--- src/rtl/shift_pkg.sv ---
// Shared definitions for the 74LS194 command sequencer: op encodings, the queued
// command record and the decode from a command to the pins driven at the stage.
package shift_pkg;

   // Same encoding as the 74LS194 S1S0 mode pins, so an op drives the mode directly.
   typedef enum logic [1:0] {
      OpHold = 2'b00,
      OpShr  = 2'b01,
      OpShl  = 2'b10,
      OpLoad = 2'b11
   } op_e;

   typedef struct packed {
      op_e        op;
      logic [3:0] data;
      logic [2:0] len;
   } cmd_t;

   typedef struct packed {
      logic [1:0] mode;
      logic [3:0] par;
      logic       sr;
      logic       sl;
   } drive_t;

   localparam logic [0:0] StIdle = 1'b0;
   localparam logic [0:0] StRun  = 1'b1;

   localparam drive_t DriveIdle = '0;

   // A length field of zero encodes the longest run, eight cycles.
   function automatic logic [3:0] len_cycles(input logic [2:0] len);
      return (len == 3'd0) ? 4'd8 : {1'b0, len};
   endfunction

   function automatic drive_t drive_of(input cmd_t cmd);
      drive_t drv;
      drv      = DriveIdle;
      drv.mode = cmd.op;
      unique case (cmd.op)
         OpLoad:  drv.par = cmd.data;
         OpShr:   drv.sr  = cmd.data[0];
         OpShl:   drv.sl  = cmd.data[0];
         default: ;
      endcase
      return drv;
   endfunction

endpackage

--- src/rtl/cmd_fifo.sv ---
// Command queue for the shift sequencer: circular buffer with an occupancy counter.
module cmd_fifo
   import shift_pkg::*;
#(
   parameter int unsigned DEPTH = 2
) (
   input  logic clk,
   input  logic rst,
   input  logic push,
   input  cmd_t wdata,
   input  logic pop,
   output cmd_t rdata,
   output logic empty,
   output logic full
);

   localparam int unsigned PTR_W = (DEPTH > 1) ? $clog2(DEPTH) : 1;
   localparam int unsigned CNT_W = $clog2(DEPTH + 1);

   cmd_t             mem_q [DEPTH];
   logic [PTR_W-1:0] wr_ptr_q;
   logic [PTR_W-1:0] rd_ptr_q;
   logic [CNT_W-1:0] count_q;
   logic             do_push;
   logic             do_pop;

   function automatic logic [PTR_W-1:0] ptr_inc(input logic [PTR_W-1:0] ptr);
      return (ptr == PTR_W'(DEPTH - 1)) ? '0 : ptr + PTR_W'(1);
   endfunction

   assign do_push = push & ~full;
   assign do_pop  = pop & ~empty;

   always_ff @(posedge clk) begin
      if (rst) begin
         wr_ptr_q <= '0;
         rd_ptr_q <= '0;
         count_q  <= '0;
      end else begin
         if (do_push) begin
            mem_q[wr_ptr_q] <= wdata;
            wr_ptr_q        <= ptr_inc(wr_ptr_q);
         end
         if (do_pop) begin
            rd_ptr_q <= ptr_inc(rd_ptr_q);
         end
         case ({do_push, do_pop})
            2'b10:   count_q <= count_q + CNT_W'(1);
            2'b01:   count_q <= count_q - CNT_W'(1);
            default: ;
         endcase
      end
   end

   assign rdata = mem_q[rd_ptr_q];
   assign empty = (count_q == '0);
   assign full  = (count_q == CNT_W'(DEPTH));

endmodule

--- src/rtl/shift_seq194.sv ---
// Sequences queued mode/data commands onto a 74LS194 shift register; every pin is
// registered so each command's mode is held for exactly its cycle count.
module shift_seq194
   import shift_pkg::*;
#(
   parameter int unsigned DEPTH = 2
) (
   input  logic       clk,
   input  logic       CR,
   input  logic       cmd_valid,
   output logic       cmd_ready,
   input  logic [1:0] cmd_op,
   input  logic [3:0] cmd_data,
   input  logic [2:0] cmd_len,
   output logic       S1,
   output logic       S0,
   output logic       A,
   output logic       B,
   output logic       C,
   output logic       D,
   output logic       SR,
   output logic       SL,
   output logic       busy,
   output logic       done
);

   logic [0:0] state_q, state_d;
   logic [3:0] cnt_q, cnt_d;
   drive_t     drv_q, drv_d;
   logic       done_q, done_d;

   cmd_t new_cmd;
   cmd_t head;
   logic fifo_empty;
   logic fifo_full;
   logic push;
   logic pop;
   logic last_cycle;

   assign new_cmd = '{op: op_e'(cmd_op), data: cmd_data, len: cmd_len};

   // Ready looks only at the registered occupancy, so a full queue never accepts,
   // even on the edge that pops.
   assign cmd_ready  = ~CR & ~fifo_full;
   assign push       = cmd_valid & cmd_ready;
   assign last_cycle = (state_q == StRun) && (cnt_q == 4'd1);
   assign pop        = ~fifo_empty & ((state_q == StIdle) | last_cycle);

   cmd_fifo #(
      .DEPTH(DEPTH)
   ) u_cmd_fifo (
      .clk  (clk),
      .rst  (CR),
      .push (push),
      .wdata(new_cmd),
      .pop  (pop),
      .rdata(head),
      .empty(fifo_empty),
      .full (fifo_full)
   );

   always_comb begin
      state_d = state_q;
      cnt_d   = cnt_q;
      drv_d   = drv_q;
      done_d  = 1'b0;
      if (pop) begin
         state_d = StRun;
         cnt_d   = len_cycles(head.len);
         drv_d   = drive_of(head);
         done_d  = (len_cycles(head.len) == 4'd1);
      end else if (last_cycle) begin
         state_d = StIdle;
         cnt_d   = '0;
         drv_d   = DriveIdle;
      end else if (state_q == StRun) begin
         cnt_d  = cnt_q - 4'd1;
         done_d = (cnt_q == 4'd2);
      end
   end

   always_ff @(posedge clk) begin
      if (CR) begin
         state_q <= StIdle;
         cnt_q   <= '0;
         drv_q   <= DriveIdle;
         done_q  <= 1'b0;
      end else begin
         state_q <= state_d;
         cnt_q   <= cnt_d;
         drv_q   <= drv_d;
         done_q  <= done_d;
      end
   end

   assign {S1, S0}     = drv_q.mode;
   assign {A, B, C, D} = drv_q.par;
   assign SR           = drv_q.sr;
   assign SL           = drv_q.sl;
   assign busy         = (state_q == StRun);
   assign done         = done_q;

endmodule
--- config.mk ---
export PLATFORM = sky130hd
export DESIGN_NAME = shift_seq194
export DESIGN_NICKNAME = d
export VERILOG_FILES = /design/src/rtl/shift_pkg.sv /design/src/rtl/cmd_fifo.sv /design/src/rtl/shift_seq194.sv
export SDC_FILE = /design/constraint.sdc
export NUM_CORES = 1
export LEC_CHECK = 0
export CAP_MARGIN = 20
export CORE_MARGIN = 1
export CORE_UTILIZATION = 51
export CTS_BUF_LIST = sky130_fd_sc_hd__clkbuf_2
export DETAILED_ROUTE_END_ITERATION = 6
export HOLD_SLACK_MARGIN = 0.05
export PLACE_DENSITY = 0.77
export SYNTH_ARGS = -nofsm -noshare
export SYNTH_HDL_FRONTEND = slang
export SYNTH_SLANG_ARGS = --single-unit
--- constraint.sdc ---
create_clock -name clk -period 2.1 [get_ports clk]
set_clock_uncertainty 0.1 [all_clocks]
set_input_delay 0.21 -clock clk [delete_from_list [all_inputs] [get_ports clk]]
set_output_delay 0.21 -clock clk [all_outputs]
set_load 0.01 [all_outputs]
==> results of run 1 <==
[area by class of cell]
cell class / count / area [um^2]
Tap cell: 44 / 55.1
Fill cell: 256 / 1030
Clock inverter: 3 / 12.5
Clock buffer: 5 / 25.0
Sequential cell: 37 / 923
Multi-Input combinational cell: 85 / 727
Inverter: 6 / 22.5
Timing Repair Buffer: 34 / 310
[per-stage QoR]
stage / area, um^2 / hold slack, ns / setup slack (ns)
floorplan: 1680 / 0.187 / 0.00752
global placement: 1990 / 0.351 / 0.0811
detailed placement: 1990 / 0.361 / 0.00458
CTS: 2040 / 0.284 / 0.00301
global route: 2080 / 0.271 / -0.0116
finish: 2080 / 0.294 / 0.0666
[worst max-delay path, stage by stage (launching register included)]
cell and delay, ns:
dfxtp_2 0.37, inv_2 0.06, ha_2 0.17, or3b_4 0.40, a21oi_4 0.16, ha_4 0.23
or3_4 0.36, a21oi_2 0.12
[layer usage]
| layer | vias up | global-route usage (%) | wire length [um] |
|---|---|---|---|
| li1 | 592 | - | - |
| met1 | 584 | 26.3 | 1540 |
| met2 | 34 | 33.1 | 1580 |
| met3 | 7 | 6.99 | 120 |
| met4 | 0 | 9.52 | 59 |
| met5 | - | 0 | 0 |
[cell usage in the layout, fill, tap and decap left out, drive strengths merged, types with 4 or more instances in the layout]
master / count
clkdlybuf4s50: 22
dfxtp: 19
edfxtp: 18
buf: 12
a21oi: 8
mux2: 6
inv: 6
a32o: 5
clkbuf: 5
nor2: 5
nand2: 4
mux2i: 4
ha: 4
[where the power goes]
| group | internal, W | switching [W] | total [W] |
|---|---|---|---|
| Combinational | 0.000639 | 0.000620 | 0.00126 |
| Clock | 0.0000727 | 0.000224 | 0.000297 |
| Sequential | 0.000917 | 0.000159 | 0.00108 |
[worst min path at each step]
stage               depth (start not counted)                     end  slack [ns]
detailed placement                          1                       A        0.36
floorplan                                   1                cnt_q[1]        0.19
global route                                1  u_cmd_fifo.mem_q[1][7]        0.27
CTS                                         1  u_cmd_fifo.mem_q[0][5]        0.28
finish                                      1  u_cmd_fifo.mem_q[1][5]        0.29
global placement                            1                       A        0.35
[timing repair]
item	in CTS	in global routing
cloned	0	0
pin swaps	0	1
gates resized for setup	2	7
endpoints found under the setup margin	1	2
setup buffers	1	0
[cell families (layout without fill, tap and decap cells)]
| group | count (synthesis) | after routing | share of synthesized area [%] |
|---|---|---|---|
| multiplexers | 10 | 10 | 6.40 |
| buffers and inverters | 13 | 48 | 4.02 |
| flip-flops | 37 | 37 | 54.8 |
| adder cells (fa/ha/maj) | 4 | 4 | 2.98 |
| XOR/XNOR | 2 | 2 | 1.04 |
| AND/OR/NAND/NOR | 36 | 36 | 15.8 |
| AO/OA/AOI/OAI | 33 | 33 | 15.0 |
==> report_table.html, run 1 <==
<table>
<tr><th>Metric</th><th>Value</th></tr>
<tr><th colspan="2">Setup path</th></tr>
<tr><td>Reg-to-reg endpoint</td><td>u_cmd_fifo.count_q[1]</td></tr>
<tr><td>Crit path capture type</td><td>register</td></tr>
<tr><td>Data required time of the critical path</td><td>2.36 ns</td></tr>
<tr><td>End point of the critical path</td><td>u_cmd_fifo.count_q[1]</td></tr>
<tr><td>Origin of the worst setup path</td><td>cnt_q[1]</td></tr>
<tr><td>Maximum fanout along the worst path</td><td>3</td></tr>
<tr><td>Source of the worst register-to-register timing path</td><td>cnt_q[1]</td></tr>
<tr><td>Register-to-register path setup slack</td><td>0.07 ns</td></tr>
<tr><td>Category of the worst setup path launch point</td><td>register</td></tr>
<tr><td>Data arrival time of the worst path</td><td>2.29 ns</td></tr>
<tr><td>Crit Path Class</td><td>reg -&gt; reg</td></tr>
<tr><td>R2r worst-path depth</td><td>7</td></tr>
<tr><th colspan="2">Final layout</th></tr>
<tr><td>Register containing the most flip-flops in the final layout</td><td>u_cmd_fifo.mem_q</td></tr>
<tr><td>Layout area overhead</td><td>23.4%</td></tr>
<tr><td>Share of post-route cells with drive strength above 1</td><td>24.7%</td></tr>
<tr><td>Final cell count without fillers</td><td>214</td></tr>
<tr><td>Final core utilization</td><td>66.9%</td></tr>
<tr><td>Largest registers ranked by flip-flop count</td><td>u_cmd_fifo.mem_q (18), cnt_q (4), u_cmd_fifo.count_q (2)</td></tr>
<tr><td>Final-stage net count</td><td>185</td></tr>
<tr><td>Flip-flop count of the largest register, all copies and words added</td><td>18</td></tr>
<tr><td>Ant diodes</td><td>0</td></tr>
<tr><th colspan="2">Synth</th></tr>
<tr><td>Top area cells in the synthesized netlist</td><td>edfxtp_1 32%, dfxtp_1 23%, mux2_2 4.0%</td></tr>
<tr><td>Cell accounting for the most synthesized area</td><td>edfxtp_1</td></tr>
<tr><td>Async set-or-reset flop fraction in the synthesized netlist</td><td>0%</td></tr>
<tr><td>Synth Instances</td><td>135</td></tr>
<tr><td>Sequential share of the synthesized area</td><td>54.8%</td></tr>
<tr><td>Number of different library cells in the post-synthesis netlist</td><td>52</td></tr>
<tr><td>Commonest cells in the synthesized netlist</td><td>19 x dfxtp_1, 18 x edfxtp_1, 7 x a21oi_1</td></tr>
<tr><td>Number of nets in the synthesized netlist</td><td>151</td></tr>
<tr><td>Area fraction of the dominant cell type after synthesis</td><td>32.1%</td></tr>
<tr><td>Cell area after synthesis</td><td>1680 um^2</td></tr>
<tr><td>Count of warnings emitted by yosys</td><td>0</td></tr>
<tr><td>Average instance area after synthesis</td><td>12.5 um^2</td></tr>
<tr><td>Most used standard cell by instance count after synthesis</td><td>dfxtp_1</td></tr>
<tr><td>Number of synthesized flops with an enable pin</td><td>18</td></tr>
<tr><td>Post-synthesis sequential element count</td><td>37</td></tr>
<tr><td>Most used DFF post-synth</td><td>dfxtp_1</td></tr>
<tr><th colspan="2">Min path</th></tr>
<tr><td>Class of the worst hold path</td><td>in -&gt; reg</td></tr>
<tr><td>Startpoint of the lowest-slack hold path</td><td>cmd_data[2]</td></tr>
<tr><th colspan="2">STA</th></tr>
<tr><td>Total setup violations reported at the end of the flow</td><td>0</td></tr>
<tr><td>Setup_tns</td><td>0 ns</td></tr>
<tr><td>Final count of hold timing violations</td><td>0</td></tr>
<tr><td>Rel. slew slack</td><td>68.1%</td></tr>
<tr><td>Post-route fraction of the period consumed by the critical path</td><td>96.8%</td></tr>
<tr><td>Worst-Margin Slew</td><td>0.477 ns</td></tr>
<tr><td>Max Freq</td><td>492 MHz</td></tr>
<tr><td>Final critical delay including setup and external delays</td><td>2.03 ns</td></tr>
<tr><td>Max Slew Vio Count</td><td>0</td></tr>
<tr><th colspan="2">Placed design</th></tr>
<tr><td>DPL Wire Length</td><td>2430 um</td></tr>
<tr><td>Count of placed standard cells including taps</td><td>205</td></tr>
<tr><td>Number of port buffers</td><td>22</td></tr>
<tr><td>Global placer's final weighted congestion</td><td>0.918</td></tr>
<tr><th colspan="2">Global routing</th></tr>
<tr><td>Remaining global-route overflow</td><td>0</td></tr>
<tr><td>Initial antenna violation count</td><td>0</td></tr>
<tr><td>Pin count of the biggest net entering global routing</td><td>14</td></tr>
<tr><td>Wire length of the first global-routing pass</td><td>5310 um</td></tr>
<tr><td>Number of global-route vias before repair</td><td>1,182</td></tr>
<tr><td>Total routing resource utilization after global routing</td><td>21.1%</td></tr>
<tr><th colspan="2">Clock network</th></tr>
<tr><td>Clock latency on the worst-skew pair</td><td>0.40 ns</td></tr>
<tr><td>Cts hold-fix bufs</td><td>0</td></tr>
<tr><td>Clock-pin slew of the registers on the worst-case setup and hold paths</td><td>0.20 ns</td></tr>
<tr><td>Number of buffers on the longest clock path</td><td>2</td></tr>
<tr><td>Number of buffers inserted during clock tree synthesis</td><td>5</td></tr>
<tr><td>Sink Count</td><td>37</td></tr>
<tr><td>Number of levels in the clock H-tree</td><td>2</td></tr>
<tr><td>Clock tree from TritonCTS</td><td>yes</td></tr>
<tr><td>Root Buffer Master</td><td>clkbuf_2</td></tr>
<tr><th colspan="2">Flow run</th></tr>
<tr><td>MaxCap Viol Count</td><td>0</td></tr>
<tr><th colspan="2">Drt</th></tr>
<tr><td>Number of routed nets with antenna violations</td><td>0</td></tr>
<tr><td>Initial DRC Count</td><td>63</td></tr>
<tr><td>Mean routed wirelength per cell</td><td>15.4 um</td></tr>
<tr><td>Number of vias in the routed layout</td><td>1,217</td></tr>
<tr><td>Routed wire length</td><td>3300 um</td></tr>
<tr><td>Remaining design rule violation count</td><td>0</td></tr>
<tr><td>Count of TritonRoute iterations in the first routing pass</td><td>6</td></tr>
<tr><td>Routed via count divided by cell count</td><td>5.69</td></tr>
<tr><th colspan="2">Power</th></tr>
<tr><td>Maximum VDD drop</td><td>0.501 mV</td></tr>
<tr><td>Power Total</td><td>0.00263 W</td></tr>
<tr><td>Areal power density over the cells</td><td>1270 nW/um^2</td></tr>
<tr><td>Leakage power of the design</td><td>0.716 nW</td></tr>
<tr><th colspan="2">Die</th></tr>
<tr><td>Placement row count</td><td>20</td></tr>
<tr><td>Top Ports</td><td>23</td></tr>
<tr><td>X dimension of the die</td><td>59.4 um</td></tr>
<tr><td>Die extent in y</td><td>59.4 um</td></tr>
<tr><td>CORE AREA</td><td>3100 um^2</td></tr>
<tr><td>Initial Util</td><td>54.2%</td></tr>
<tr><td>Die Area</td><td>3530 um^2</td></tr>
<tr><th colspan="2">Outcome</th></tr>
<tr><td>Run status</td><td>completed</td></tr>
</table>
(Power assumes the default switching activity.)
==> run 2, diff against run 1 <==
Settings changed: CAP_MARGIN 20 to 15.
==> results of run 2 <==
No change in the layout: final DEF, timing and power equal those of run 1.
==> run 3, diff against run 2 <==
Settings changed: CORE_MARGIN 1 to 5.
==> run 3 against run 2 <==
Against the previous run: critical path depth stayed put; wire length is 3.1% higher; sequential share of layout area is 0.15 points higher; sequential power is 4% higher; non-clock buffer count is 3 lower; clock power is 44% higher; critical path type unchanged; combinational power is 9% lower; largest power group unchanged; design area hardly changed.
==> report_table.html, run 3 (same netlist as run 1, synthesis figures left out) <==
<table>
<tr><th>Metric</th><th>Value</th></tr>
<tr><th colspan="2">Clock network</th></tr>
<tr><td>Sink Count</td><td>37 (unchanged)</td></tr>
<tr><td>Clock latency on the worst-skew pair</td><td>0.39 ns (about the same)</td></tr>
<tr><td>Number of buffers inserted during clock tree synthesis</td><td>5 (unchanged)</td></tr>
<tr><td>Root Buffer Master</td><td>clkbuf_2</td></tr>
<tr><td>Clock-pin slew of the registers on the worst-case setup and hold paths</td><td>0.20 ns (about the same)</td></tr>
<tr><td>Number of levels in the clock H-tree</td><td>2 (unchanged)</td></tr>
<tr><td>Clock tree from TritonCTS</td><td>yes</td></tr>
<tr><td>Number of buffers on the longest clock path</td><td>2 (unchanged)</td></tr>
<tr><td>Cts hold-fix bufs</td><td>0 (unchanged)</td></tr>
<tr><th colspan="2">Die</th></tr>
<tr><td>Placement row count</td><td>20 (unchanged)</td></tr>
<tr><td>Die extent in y</td><td>67.4 um (+13%)</td></tr>
<tr><td>Initial Util</td><td>54.2% (unchanged)</td></tr>
<tr><td>Die Area</td><td>4550 um^2 (+29%)</td></tr>
<tr><td>CORE AREA</td><td>3100 um^2 (unchanged)</td></tr>
<tr><td>Top Ports</td><td>23 (unchanged)</td></tr>
<tr><td>X dimension of the die</td><td>67.4 um (+13%)</td></tr>
<tr><th colspan="2">STA</th></tr>
<tr><td>Worst-Margin Slew</td><td>0.490 ns (+0.0135 ns)</td></tr>
<tr><td>Max Freq</td><td>486 MHz (-1.2%)</td></tr>
<tr><td>Post-route fraction of the period consumed by the critical path</td><td>98.0% (+1.2 points)</td></tr>
<tr><td>Total setup violations reported at the end of the flow</td><td>0 (unchanged)</td></tr>
<tr><td>Final critical delay including setup and external delays</td><td>2.06 ns (+0.0256 ns)</td></tr>
<tr><td>Rel. slew slack</td><td>67.2% (-0.90 points)</td></tr>
<tr><td>Post-Route Hold Slack</td><td>0.305 ns (+0.0111 ns)</td></tr>
<tr><td>Final count of hold timing violations</td><td>0 (unchanged)</td></tr>
<tr><td>Max Slew Vio Count</td><td>0 (unchanged)</td></tr>
<tr><th colspan="2">Setup path</th></tr>
<tr><td>R2r worst-path depth</td><td>7 (unchanged)</td></tr>
<tr><td>Reg-to-reg endpoint</td><td>u_cmd_fifo.count_q[1]</td></tr>
<tr><td>Data required time of the critical path</td><td>2.34 ns (-0.02 ns)</td></tr>
<tr><td>Category of the worst setup path launch point</td><td>register</td></tr>
<tr><td>Register-to-register path setup slack</td><td>0.04 ns (-0.03 ns)</td></tr>
<tr><td>Largest delay share family, worst path</td><td>simple AND/OR/NAND/NOR gates</td></tr>
<tr><td>Number of stages on the worst setup path</td><td>7 (unchanged)</td></tr>
<tr><td>CP Cell Sequence</td><td>inv_2 -&gt; ha_2 -&gt; or3b_4 -&gt; a21oi_4 -&gt; ha_4 -&gt; or3_1 -&gt; a21oi_1</td></tr>
<tr><td>Maximum fanout along the worst path</td><td>4 (+1)</td></tr>
<tr><td>Crit path capture type</td><td>register</td></tr>
<tr><td>Crit Path Class</td><td>reg -&gt; reg</td></tr>
<tr><td>Largest incremental delay on the critical path</td><td>0.40 ns (about the same)</td></tr>
<tr><td>Origin of the worst setup path</td><td>cnt_q[1]</td></tr>
<tr><td>Cell with the largest stage delay on the worst path</td><td>or3b_4</td></tr>
<tr><td>End point of the critical path</td><td>u_cmd_fifo.count_q[1]</td></tr>
<tr><td>Buffers and inverters on the worst path</td><td>1 (unchanged)</td></tr>
<tr><td>Source of the worst register-to-register timing path</td><td>cnt_q[1]</td></tr>
<tr><td>Data arrival time of the worst path</td><td>2.30 ns (about the same)</td></tr>
<tr><th colspan="2">Outcome</th></tr>
<tr><td>Run status</td><td>completed</td></tr>
<tr><th colspan="2">Drt</th></tr>
<tr><td>Mean routed wirelength per cell</td><td>16.1 um (+4.5%)</td></tr>
<tr><td>Count of TritonRoute iterations in the first routing pass</td><td>4 (-2)</td></tr>
<tr><td>Number of vias in the routed layout</td><td>1,210 (-0.58%)</td></tr>
<tr><td>Routed wire length</td><td>3400 um (+3.1%)</td></tr>
<tr><td>Initial DRC Count</td><td>147 (+130%)</td></tr>
<tr><td>Number of routed nets with antenna violations</td><td>0 (unchanged)</td></tr>
<tr><td>Routed via count divided by cell count</td><td>5.73 (+0.84%)</td></tr>
<tr><td>Remaining design rule violation count</td><td>0 (unchanged)</td></tr>
<tr><th colspan="2">Final layout</th></tr>
<tr><td>Final cell count without fillers</td><td>211 (-1.4%)</td></tr>
<tr><td>Final-stage net count</td><td>182 (-1.6%)</td></tr>
<tr><td>Flip-flop count of the largest register, all copies and words added</td><td>18 (unchanged)</td></tr>
<tr><td>Ant diodes</td><td>0 (unchanged)</td></tr>
<tr><td>Final core utilization</td><td>66.9% (about the same)</td></tr>
<tr><td>Largest registers ranked by flip-flop count</td><td>u_cmd_fifo.mem_q (18), cnt_q (4), u_cmd_fifo.count_q (2)</td></tr>
<tr><td>Register containing the most flip-flops in the final layout</td><td>u_cmd_fifo.mem_q</td></tr>
<tr><td>Most common cell after layout, fill and taps aside</td><td>clkdlybuf4s50_1</td></tr>
<tr><td>Layout area overhead</td><td>23.5% (about the same)</td></tr>
<tr><td>Highest-count cells in the layout ignoring fill and taps</td><td>22 x clkdlybuf4s50_1, 18 x edfxtp_1, 14 x dfxtp_1, 9 x buf_4, 7 x a21oi_1</td></tr>
<tr><td>Share of post-route cells with drive strength above 1</td><td>24.6% (-0.15 points)</td></tr>
<tr><th colspan="2">Global routing</th></tr>
<tr><td>Pin count of the biggest net entering global routing</td><td>18 (+4)</td></tr>
<tr><td>Initial antenna violation count</td><td>0 (unchanged)</td></tr>
<tr><td>Wire length of the first global-routing pass</td><td>5670 um (+6.7%)</td></tr>
<tr><td>Total routing resource utilization after global routing</td><td>17.2% (-3.8 points)</td></tr>
<tr><td>Number of global-route vias before repair</td><td>1,223 (+3.5%)</td></tr>
<tr><td>Remaining global-route overflow</td><td>0 (unchanged)</td></tr>
<tr><th colspan="2">Flow run</th></tr>
<tr><td>MaxCap Viol Count</td><td>0 (unchanged)</td></tr>
<tr><th colspan="2">Power</th></tr>
<tr><td>Areal power density over the cells</td><td>1300 nW/um^2 (+2.6%)</td></tr>
<tr><td>Leakage power of the design</td><td>0.708 nW (-1.1%)</td></tr>
<tr><td>Maximum VDD drop</td><td>0.659 mV (+32%)</td></tr>
<tr><td>Power Total</td><td>0.00270 W (+2.7%)</td></tr>
<tr><th colspan="2">Min path</th></tr>
<tr><td>Class of the worst hold path</td><td>in -&gt; reg</td></tr>
<tr><th colspan="2">Placed design</th></tr>
<tr><td>DPL Wire Length</td><td>2460 um (+1.3%)</td></tr>
<tr><td>Number of port buffers</td><td>22 (unchanged)</td></tr>
<tr><td>Global placer's final weighted congestion</td><td>0.917 (-0.12%)</td></tr>
<tr><td>Count of placed standard cells including taps</td><td>202 (-1.5%)</td></tr>
</table>
-- run 3: cell types whose count changed in the layout (fill, tap and decap cells not counted) --
cell / change
dfxtp_1: -3
clkinv_1: -1
a21oi_2: -1
clkinv_2: -1
dfxtp_2: +3
a21oi_1: +1
buf_4: -3
or3_1: +1
clkinvlp_4: +1
bufinv_16: +1
or3_4: -1
-- run 3: power breakdown --
part           switching (W)  internal [W]  leakage [nW]
clock network       0.000231      0.000197        0.0366
logic               0.000564      0.000589         0.349
registers           0.000199      0.000924         0.322
-- run 3: through the flow --
| stage | worst slack (ns) | area (um^2) | TNS [ns] |
|---|---|---|---|
| 3_3_place_gp | 0.0931 | 1970 | 0 |
| 5_1_grt | -0.00927 | 2080 | -0.00927 |
| 3_5_place_dp | 0.0406 | 1970 | 0 |
| 2_1_floorplan | 0.00752 | 1680 | 0 |
| 4_1_cts | 0.00516 | 2040 | 0 |
| 6_report | 0.0410 | 2080 | 0 |
-- run 3: what timing repair did --
item | in CTS | in global routing
endpoints found under the setup margin | 1 | 3
resized for setup | 1 | 9
pin swaps | 0 | 0
buffers inserted | 0 | 1
endpoints found under the hold margin | 0 | 0
-- run 3: cell type report --
class,count,area [um^2]
clock buffers,5,25.0
clock inverters,3,41.3
fillers,259,1030
inverters,6,22.5
multi-input cells,85,718
flip-flops and latches,37,927
well taps,44,55.1
repair buffers,31,288
-- run 3: metal layers --
| layer | vias up | GRT usage (%) | routed length (um) |
|---|---|---|---|
| li1 | 586 | - | - |
| met1 | 595 | 21.7 | 1540 |
| met2 | 23 | 27.0 | 1670 |
| met3 | 6 | 6.82 | 139 |
| met4 | 0 | 5.82 | 50 |
| met5 | - | 0 | 0 |
-- run 3: worst min path at each step --
stage,cells after the start,slack (ns),endpoint,start
after floorplan,1,0.19,cnt_q[1],CR
after global placement,1,0.35,A,A
after detailed placement,1,0.37,C,C
after CTS,1,0.27,u_cmd_fifo.mem_q[0][5],cmd_data[2]
after global routing,1,0.24,u_cmd_fifo.mem_q[1][8],cmd_op[1]
final,1,0.31,u_cmd_fifo.mem_q[1][5],cmd_data[2]
